`src/rtl/conv_window_gen_pkg.sv`:
```
// Shared constants and helpers for the conv-layer window generator and calc stage.
package conv_window_gen_pkg;

    // Bit k set when KERNEL=k is a supported window side (1, 3, 5, 7).
    localparam logic [7:0] KERNEL_LEGAL = 8'b1010_1010;

    function automatic int unsigned clog2(input int unsigned value);
        int unsigned w;
        w = 1;
        while ((32'd1 << w) < value) w = w + 1;
        return w;
    endfunction

    function automatic int unsigned slot_ofs(input int unsigned slot, input int unsigned n);
        return slot * n;
    endfunction

    function automatic bit kernel_is_legal(input int unsigned k);
        logic [2:0] idx;
        idx = k[2:0];
        return (k < 8) && KERNEL_LEGAL[idx];
    endfunction

endpackage

```
`src/rtl/conv_window_gen_line_delay.sv`:
```
// One image line of delay: output is the pixel accepted DEPTH enables ago.
module conv_window_gen_line_delay #(
    parameter int DEPTH = 8,
    parameter int N     = 4
) (
    input  logic         clk,
    input  logic         rst,
    input  logic         i_en,
    input  logic [N-1:0] i_din,
    output logic [N-1:0] o_dout
);

    logic [N-1:0] r_sr [DEPTH];

    always_ff @(posedge clk or posedge rst) begin
        if (rst) begin
            for (int unsigned i = 0; i < DEPTH; i++) r_sr[i] <= '0;
        end else if (i_en) begin
            r_sr[0] <= i_din;
            for (int unsigned i = 1; i < DEPTH; i++) r_sr[i] <= r_sr[i-1];
        end
    end

    assign o_dout = r_sr[DEPTH-1];

endmodule

```
`src/rtl/conv_window_gen.sv`:
```
// KERNEL x KERNEL sliding-window generator feeding the conv-layer calc stage.
// Define WIN_LAST_EN to add the win_last end-of-frame window flag.
module conv_window_gen
    import conv_window_gen_pkg::*;
#(
    parameter int KERNEL = 3,
    parameter int N      = 4,
    parameter int IMG_W  = 8,
    parameter int IMG_H  = 8
) (
    input  logic                       clk,
    input  logic                       rst,
    input  logic [N-1:0]               pix_in,
    input  logic                       en_in,
    input  logic                       sof,
    output logic [KERNEL*KERNEL*N-1:0] data2conv,
    output logic                       en_out
`ifdef WIN_LAST_EN
    ,
    output logic                       win_last
`endif
);

    localparam int unsigned CW = clog2(IMG_W);
    localparam int unsigned RW = clog2(IMG_H);
    localparam int unsigned KH = (KERNEL > 1) ? KERNEL - 1 : 1;
    localparam int unsigned WB = KERNEL * KERNEL * N;
    localparam logic [CW-1:0] COL_FIRST = CW'(KERNEL - 1);
    localparam logic [CW-1:0] COL_LAST  = CW'(IMG_W - 1);
    localparam logic [RW-1:0] ROW_FIRST = RW'(KERNEL - 1);
    localparam logic [RW-1:0] ROW_LAST  = RW'(IMG_H - 1);

    if (!kernel_is_legal(KERNEL) || IMG_W < KERNEL || IMG_H < KERNEL) begin : g_param_check
        $error("conv_window_gen: illegal KERNEL/IMG_W/IMG_H combination");
    end

    logic [CW-1:0] r_col;
    logic [CW-1:0] w_col;
    logic [RW-1:0] r_row;
    logic [RW-1:0] w_row;
    logic          w_valid;
    logic [N-1:0]  w_tap [KERNEL];
    logic [N-1:0]  r_win [KERNEL][KH];
    logic [WB-1:0] w_window;
    logic [WB-1:0] r_data;
    logic          r_en_out;

    // sof overrides the counters for the current pixel only; buffers keep stale lines.
    assign w_col   = sof ? '0 : r_col;
    assign w_row   = sof ? '0 : r_row;
    assign w_valid = en_in && (w_row >= ROW_FIRST) && (w_col >= COL_FIRST);

    always_ff @(posedge clk or posedge rst) begin
        if (rst) begin
            r_col <= '0;
            r_row <= '0;
        end else if (en_in) begin
            if (w_col == COL_LAST) begin
                r_col <= '0;
                r_row <= (w_row == ROW_LAST) ? '0 : w_row + 1'b1;
            end else begin
                r_col <= w_col + 1'b1;
                r_row <= w_row;
            end
        end
    end

    assign w_tap[KERNEL-1] = pix_in;

    for (genvar j = 0; j < KERNEL - 1; j++) begin : g_line
        logic [N-1:0] w_line_in;
        logic [N-1:0] w_line_out;

        if (j == 0) begin : g_head
            assign w_line_in = pix_in;
        end else begin : g_chain
            assign w_line_in = g_line[j-1].w_line_out;
        end

        conv_window_gen_line_delay #(
            .DEPTH (IMG_W),
            .N     (N)
        ) u_line (
            .clk    (clk),
            .rst    (rst),
            .i_en   (en_in),
            .i_din  (w_line_in),
            .o_dout (w_line_out)
        );

        assign w_tap[KERNEL-2-j] = w_line_out;
    end

    // Per-row shift of the KERNEL-1 older columns; the newest column is the live tap.
    always_ff @(posedge clk or posedge rst) begin
        if (rst) begin
            for (int unsigned r = 0; r < KERNEL; r++)
                for (int unsigned c = 0; c < KH; c++) r_win[r][c] <= '0;
        end else if (en_in) begin
            for (int unsigned r = 0; r < KERNEL; r++) begin
                for (int unsigned c = 0; c + 1 < KH; c++) r_win[r][c] <= r_win[r][c+1];
                r_win[r][KH-1] <= w_tap[r];
            end
        end
    end

    always_comb begin
        w_window = '0;
        for (int unsigned r = 0; r < KERNEL; r++) begin
            for (int unsigned c = 0; c + 1 < KERNEL; c++)
                w_window[slot_ofs(r*KERNEL + c, N) +: N] = r_win[r][c];
            w_window[slot_ofs(r*KERNEL + KERNEL - 1, N) +: N] = w_tap[r];
        end
    end

    always_ff @(posedge clk or posedge rst) begin
        if (rst) begin
            r_data   <= '0;
            r_en_out <= 1'b0;
        end else begin
            r_en_out <= w_valid;
            if (w_valid) r_data <= w_window;
        end
    end

    assign data2conv = r_data;
    assign en_out    = r_en_out;

`ifdef WIN_LAST_EN
    logic r_win_last;

    always_ff @(posedge clk or posedge rst) begin
        if (rst) r_win_last <= 1'b0;
        else     r_win_last <= w_valid && (w_row == ROW_LAST) && (w_col == COL_LAST);
    end

    assign win_last = r_win_last;
`endif

endmodule

```
`config.mk`:
```
export PLATFORM = sky130hd
export DESIGN_NAME = conv_window_gen
export DESIGN_NICKNAME = d
export VERILOG_FILES = /design/src/rtl/conv_window_gen_pkg.sv /design/src/rtl/conv_window_gen_line_delay.sv /design/src/rtl/conv_window_gen.sv
export SDC_FILE = /design/constraint.sdc
export NUM_CORES = 1
export LEC_CHECK = 0
export ABC_AREA = 1
export CORE_ASPECT_RATIO = 1.1
export CORE_MARGIN = 2
export CORE_UTILIZATION = 40
export CTS_BUF_LIST = sky130_fd_sc_hd__clkbuf_16
export DETAILED_ROUTE_END_ITERATION = 8
export HOLD_SLACK_MARGIN = 0.12
export PLACE_DENSITY = 0.58
export SLEW_MARGIN = 5
export SYNTH_ARGS = -nofsm -noshare
export SYNTH_HDL_FRONTEND = slang
export SYNTH_SLANG_ARGS = --single-unit
```
`constraint.sdc`:
```
create_clock -name clk -period 5 [get_ports clk]
set_clock_uncertainty 0.2 [all_clocks]
set_input_delay 0.75 -clock clk [delete_from_list [all_inputs] [get_ports clk]]
set_output_delay 0.75 -clock clk [all_outputs]
set_load 0.005 [all_outputs]
```
==> impl_metrics.ini, run 1 <==
[status]
status = completed

[yosys]
synthDistinctLibCells = 16
netlist_area_um2 = 4590
syn_inst = 504
yosysSeqAreaShare_pct = 62.7
yosysTopAreaCell = dfrtp_1
synth_area_leaders = dfrtp_1 63%, nand2_1 22%, nand4_1 4.9%
syn_nets = 517
synth.top_cell.area_share_pct = 62.7
syn_avg_cell_area_um2 = 9.11
ys_ff_latch = 115
ys_warn_count = 0

[run]
cap_violations = 0

[layout]
multi_input_area_um2 = 1470
n_fill_cell = 1059
finish.utilization_pct = 50.2
diodes = 0
regArea_um2 = 2880
design_area_um2 = 5690
final_nets = 554
drive_above_1_share_pct = 6.86
syn2layout_area_growth_pct = 23.9

[clock_tree]
clk_path_buf_depth = 2
cts_setup_buffers = 0
path_clk_slew_ns = 0.05
clkSinkCount = 115
cts_resized = 0
htreeDepth = 4
cts_hold_buffers = 0
worstSkewPairLatency_ns = 0.41
cts_buffers = 17
cts_tree = built
cts-root-buf = clkbuf_16

[grt]
grt_max_degree = 63
overflow = 0
grt_pass1_wl_um = 15000
use_met3_pct = 4.07
track_usage_pct = 15.6
top_usage_layer = met1
grt_antenna_before_repair = 0
grt_pass1_vias = 3051
grtUsageMet2_pct = 21.6
grt_use_met1_pct = 22.6

[placed_design]
routabilityCongestion = 0.752
hpwl_um = 5480
portBuffers = 44
placed_cell_area_um2 = 5090

[hold_path]
min_path_type = reg -> reg

[die]
initial_core_util_pct = 40.5
dieHeight_um = 116
die_area_um2 = 12400
pin_count = 45
coreArea_um2 = 11300
fp.dieW_um = 106
rows = 41

[power]
combPwrFrac_pct = 6.4
p_clk_share_pct = 49.5
p_leak_nw = 3.01
swShare_pct = 22.8
power.switching_w = 0.000559
p_int_w = 0.00189
power.total_w = 0.00245
irDropWorstVdd_mv = 0.217
seqPwrFrac_pct = 44.1
power_density_nw_per_um2 = 431

[routing]
first_pass_iters = 4
ant_nets = 0
dr_total_vias = 3291
drc_errors = 0
drt_wl_total_um = 8780
initialDrtViolationCount = 271
wire_per_inst_um = 12.5
vias_per_cell = 4.67

[setup_path]
cp_common_cell = nand2_1
criticalPathCategory = in -> reg
crit_arrival_ns = 2.86
crit_fanout = 37
critPathTopFamily = buffers and inverters
end_kind = flop
startpoint_type = primary input
crit_chain = clkdlybuf4s50_1, inv_2, nand2_1, inv_1, ha_1, nand3b_1, buf_4, nand3_4, nand2_1, nand2_1
slowest_stage = clkdlybuf4s50_1
cp.required_ns = 5.09
critPathMaxStageDelay_ns = 0.43
crit_buf_inv = 4

[sta]
final-max-slew-violation-count = 0
tightestPinTransition_ns = 0.759
setup_viol = 0
max_freq_mhz = 361
period_share_pct = 55.4
setup_tns_ns = 0
min_period_ns = 2.77
slew_headroom_pct = 49.4
hold_viol = 0
rsz0062_at_grt = no
hold_ws_ns = 0.266
==> placed cells by master, fill, tap and decap left out, drive strengths merged <==
cell	instances
ha	5
nand3b	1
dfrtp	115
inv	23
nand3	3
bufinv	4
clkbuf	17
nand4	36
clkinv	6
nand2	267
nor2	1
xor2	2
clkinvlp	2
o21ai	23
buf	6
clkdlybuf4s50	43
==> power groups by stage <==
stage               Combinational, W  Clock (W)  Sequential [W]
finish                      0.000156    0.00121         0.00108
global route                0.000185    0.00128         0.00109
CTS                         0.000161    0.00124         0.00108
detailed placement          0.000159          0         0.00110
global placement            0.000154          0         0.00109
floorplan                   0.000130          0         0.00108
==> final timing paths <==
kind | from | endpoint | slack, ns | cells after the start
hold reg to reg | data2conv[34] | data2conv[34] | 0.27 | 2
setup reg to reg | r_col[0] | data2conv[4] | 2.74 | 9
hold / removal | data2conv[34] | data2conv[34] | 0.27 | 2
max in group asynchronous | rst | g_line[1].u_line.r_sr[6] | 3.06 | 3
min in group asynchronous | rst | r_col[0] | 0.64 | 2
setup / recovery | sof | data2conv[4] | 2.23 | 10
==> synthesized netlist by cell type (all sizes together) <==
cell	instances
nand2	267
inv	20
dfrtp	115
clkbuf	8
ha	5
xor2	2
nand3	3
nand4	36
o21ai	23
nand3b	1
nor2	1
buf	23
==> per-stage QoR <==
stage          worst slack (ns)  cells
6_report                   2.23    704
5_1_grt                    1.98    704
4_1_cts                    2.23    704
3_5_place_dp               1.80    672
3_3_place_gp               1.85    672
2_1_floorplan              1.01    504
==> worst register-to-register path, cell delays in order, from the launching register on <==
cell	delay, ns
dfrtp_1	0.34
inv_1	0.05
nor2_1	0.17
inv_1	0.07
ha_1	0.17
nand3b_1	0.35
buf_4	0.34
nand3_4	0.32
nand2_1	0.11
nand2_1	0.08
==> final cells by class <==
class,count,share of cell area (%)
clock inverter,15,3.06
timing repair buffer,49,8.35
multi-input combinational,338,25.9
tap,150,3.30
clock buffer,17,7.47
sequential,115,50.6
inverter,20,1.36
==> flip-flops by register name, indices dropped and copies added, names as in the netlist <==
signal and cells:
en_out 1, data2conv 36, g_line.u_line.o_dout 8, g_line.u_line.r_sr 52, r_win 12, r_col 3, r_row 3
==> logic make-up (layout without fill, tap and decap cells) <==
group / count (synthesis) / in the layout / synth area share (%)
AO/OA/AOI/OAI: 23 / 23 / 2.51
buffers and inverters: 51 / 101 / 5.26
adder cells (fa/ha/maj): 5 / 5 / 1.36
flip-flops: 115 / 115 / 62.7
XOR/XNOR: 2 / 2 / 0.381
AND/OR/NAND/NOR: 308 / 308 / 27.8
==> layer usage <==
layer  share of wire, %  vias up
met2                 43       54
met1                 52     1554
met4                1.8        0
li1                   -     1671
met5                  0        -
met3                3.2       12
Power figures use the tool's default switching activity.
==> run 2: changes to the inputs <==
Clock period 5 ns to 2.81 ns, I/O delays scaled along.
==> run 2 against run 1 <==
Worst setup slack lost 1.6 ns; via count increased by 1.0%; clock power grew 79%; first-iteration DRC count shrank 20%; non-clock buffer count increased by 5; count of clock-buffer cells in the layout is the same; utilization grew 0.58 points; die area stayed put; critical path type unchanged; critical endpoint is now data2conv[18].
==> impl_metrics.ini, run 2 (synthesized netlist as in run 1, its figures left out) <==
[layout]
final_common_cell = nand2_1
n_fill_cell = 1087
final_nets = 559
finish.utilization_pct = 50.8
drive_above_1_share_pct = 7.33
mostFrequentLayoutCells = 267 x nand2_1, 115 x dfrtp_1, 43 x clkdlybuf4s50_1
syn2layout_area_growth_pct = 25.4
diodes = 0
largest_register_ffs = 52
regMostFlops = g_line.u_line.r_sr

[power]
p_leak_nw = 3.04
irDropWorstVdd_mv = 0.288
p_int_w = 0.00338
p_clk_share_pct = 49.5
power_density_nw_per_um2 = 762
seqPwrFrac_pct = 43.8
power.switching_w = 0.00101
power.total_w = 0.00439
combPwrFrac_pct = 6.7
swShare_pct = 23.1

[setup_path]
critical_path.startpoint = en_in
reg2reg_slack_ns = 0.90
end_kind = flop
crit_arrival_ns = 2.22
rr_endpoint = data2conv[32]
critPathMaxStageDelay_ns = 0.53
crit_fanout = 49
crit_cells = 6
cp.required_ns = 2.89
criticalPathCategory = in -> reg
r2r_start = r_col[0]
crit_end = data2conv[18]
crit_buf_inv = 3
r2r.worst_path.cells = 8
critPathTopFamily = buffers and inverters
crit_chain = dlygate4sd3_1, buf_4, buf_4, nand3_4, nand2_1, nand2_1
slowest_stage = dlygate4sd3_1
startpoint_type = primary input

[clock_tree]
clk_path_buf_depth = 2
cts-root-buf = clkbuf_16
cts_buffers = 17
htreeDepth = 4
cts_resized = 0
cts_hold_buffers = 1
clkSinkCount = 115
path_clk_slew_ns = 0.05
worstSkewPairLatency_ns = 0.40
cts_setup_buffers = 0
cts_tree = built

[die]
rows = 41
fp.dieW_um = 106
coreArea_um2 = 11300
pin_count = 45
die_area_um2 = 12400
dieHeight_um = 116
initial_core_util_pct = 40.5

[sta]
max_freq_mhz = 468
hold_viol = 0
min_period_ns = 2.14
hold_ws_ns = 0.265
slew_headroom_pct = 53.8
setup_viol = 0
tightestPinTransition_ns = 0.691
final-max-slew-violation-count = 0
period_share_pct = 76.0
rsz0062_at_grt = no
setup_tns_ns = 0

[grt]
grt_pass1_wl_um = 15700
track_usage_pct = 16.1
grt_antenna_before_repair = 0
overflow = 0
grt_max_degree = 61
grt_pass1_vias = 3262

[placed_design]
hpwl_um = 5490
portBuffers = 44
routabilityCongestion = 0.818

[routing]
drt_wl_total_um = 8930
initialDrtViolationCount = 216
ant_nets = 0
dr_total_vias = 3325
drc_errors = 0
wire_per_inst_um = 12.6
first_pass_iters = 4
vias_per_cell = 4.69

[run]
cap_violations = 0

[hold_path]
min_path_type = in -> async

[status]
status = completed
-- run 2: area by class of cell --
type	count	area (µm²)	area share (%)
timing repair buffer	54	541	9.39
clock inverter	15	174	3.02
clock buffer	17	425	7.39
sequential	115	2880	50.0
multi-input combinational	338	1470	25.6
tap	150	188	3.26
inverter	20	78.8	1.37
-- run 2: how the worst min path moves through the flow --
stage / to / slack (ns) / cells after the start
CTS: data2conv[15] / 0.27 / 2
global route: g_line[0].u_line.r_sr[7] / 0.29 / 2
floorplan: r_win[20] / 0.24 / 2
detailed placement: data2conv[15] / 0.26 / 2
finish: r_col[2] / 0.27 / 2
global placement: g_line[1].u_line.r_sr[6] / 0.25 / 2
-- run 2: stage by stage --
stage          area [µm²]  setup WS [ns]  std cells
4_1_cts              5760          0.656        709
3_5_place_dp         5150          0.365        676
6_report             5760          0.673        709
2_1_floorplan        4600          0.789        504
5_1_grt              5760          0.527        709
3_3_place_gp         5150          0.402        676
-- run 2: routing by layer --
layer	wire, µm	GRT usage, %	vias to the layer above
met4	99	6.49	0
met3	292	4.63	7
met5	0	0	-
met1	4370	21.4	1582
met2	4170	25.2	53
li1	-	-	1683
-- run 2: worst reg2reg max path, cell delays in order (launching register included) --
cell and delay (ns):
dfrtp_1 0.35, inv_1 0.04, nor2_1 0.16, inv_1 0.07, ha_1 0.17, nand3b_1 0.27, buf_4 0.32, nand4_1 0.16
nand2_1 0.06
-- run 2: power by group through the flow --
| stage | logic (W) | clock network (W) | registers (W) |
|---|---|---|---|
| 3_3_place_gp | 0.000290 | 0 | 0.00194 |
| 2_1_floorplan | 0.000231 | 0 | 0.00192 |
| 3_5_place_dp | 0.000300 | 0 | 0.00195 |
| 4_1_cts | 0.000304 | 0.00221 | 0.00192 |
| 6_report | 0.000295 | 0.00217 | 0.00192 |
| 5_1_grt | 0.000350 | 0.00229 | 0.00194 |
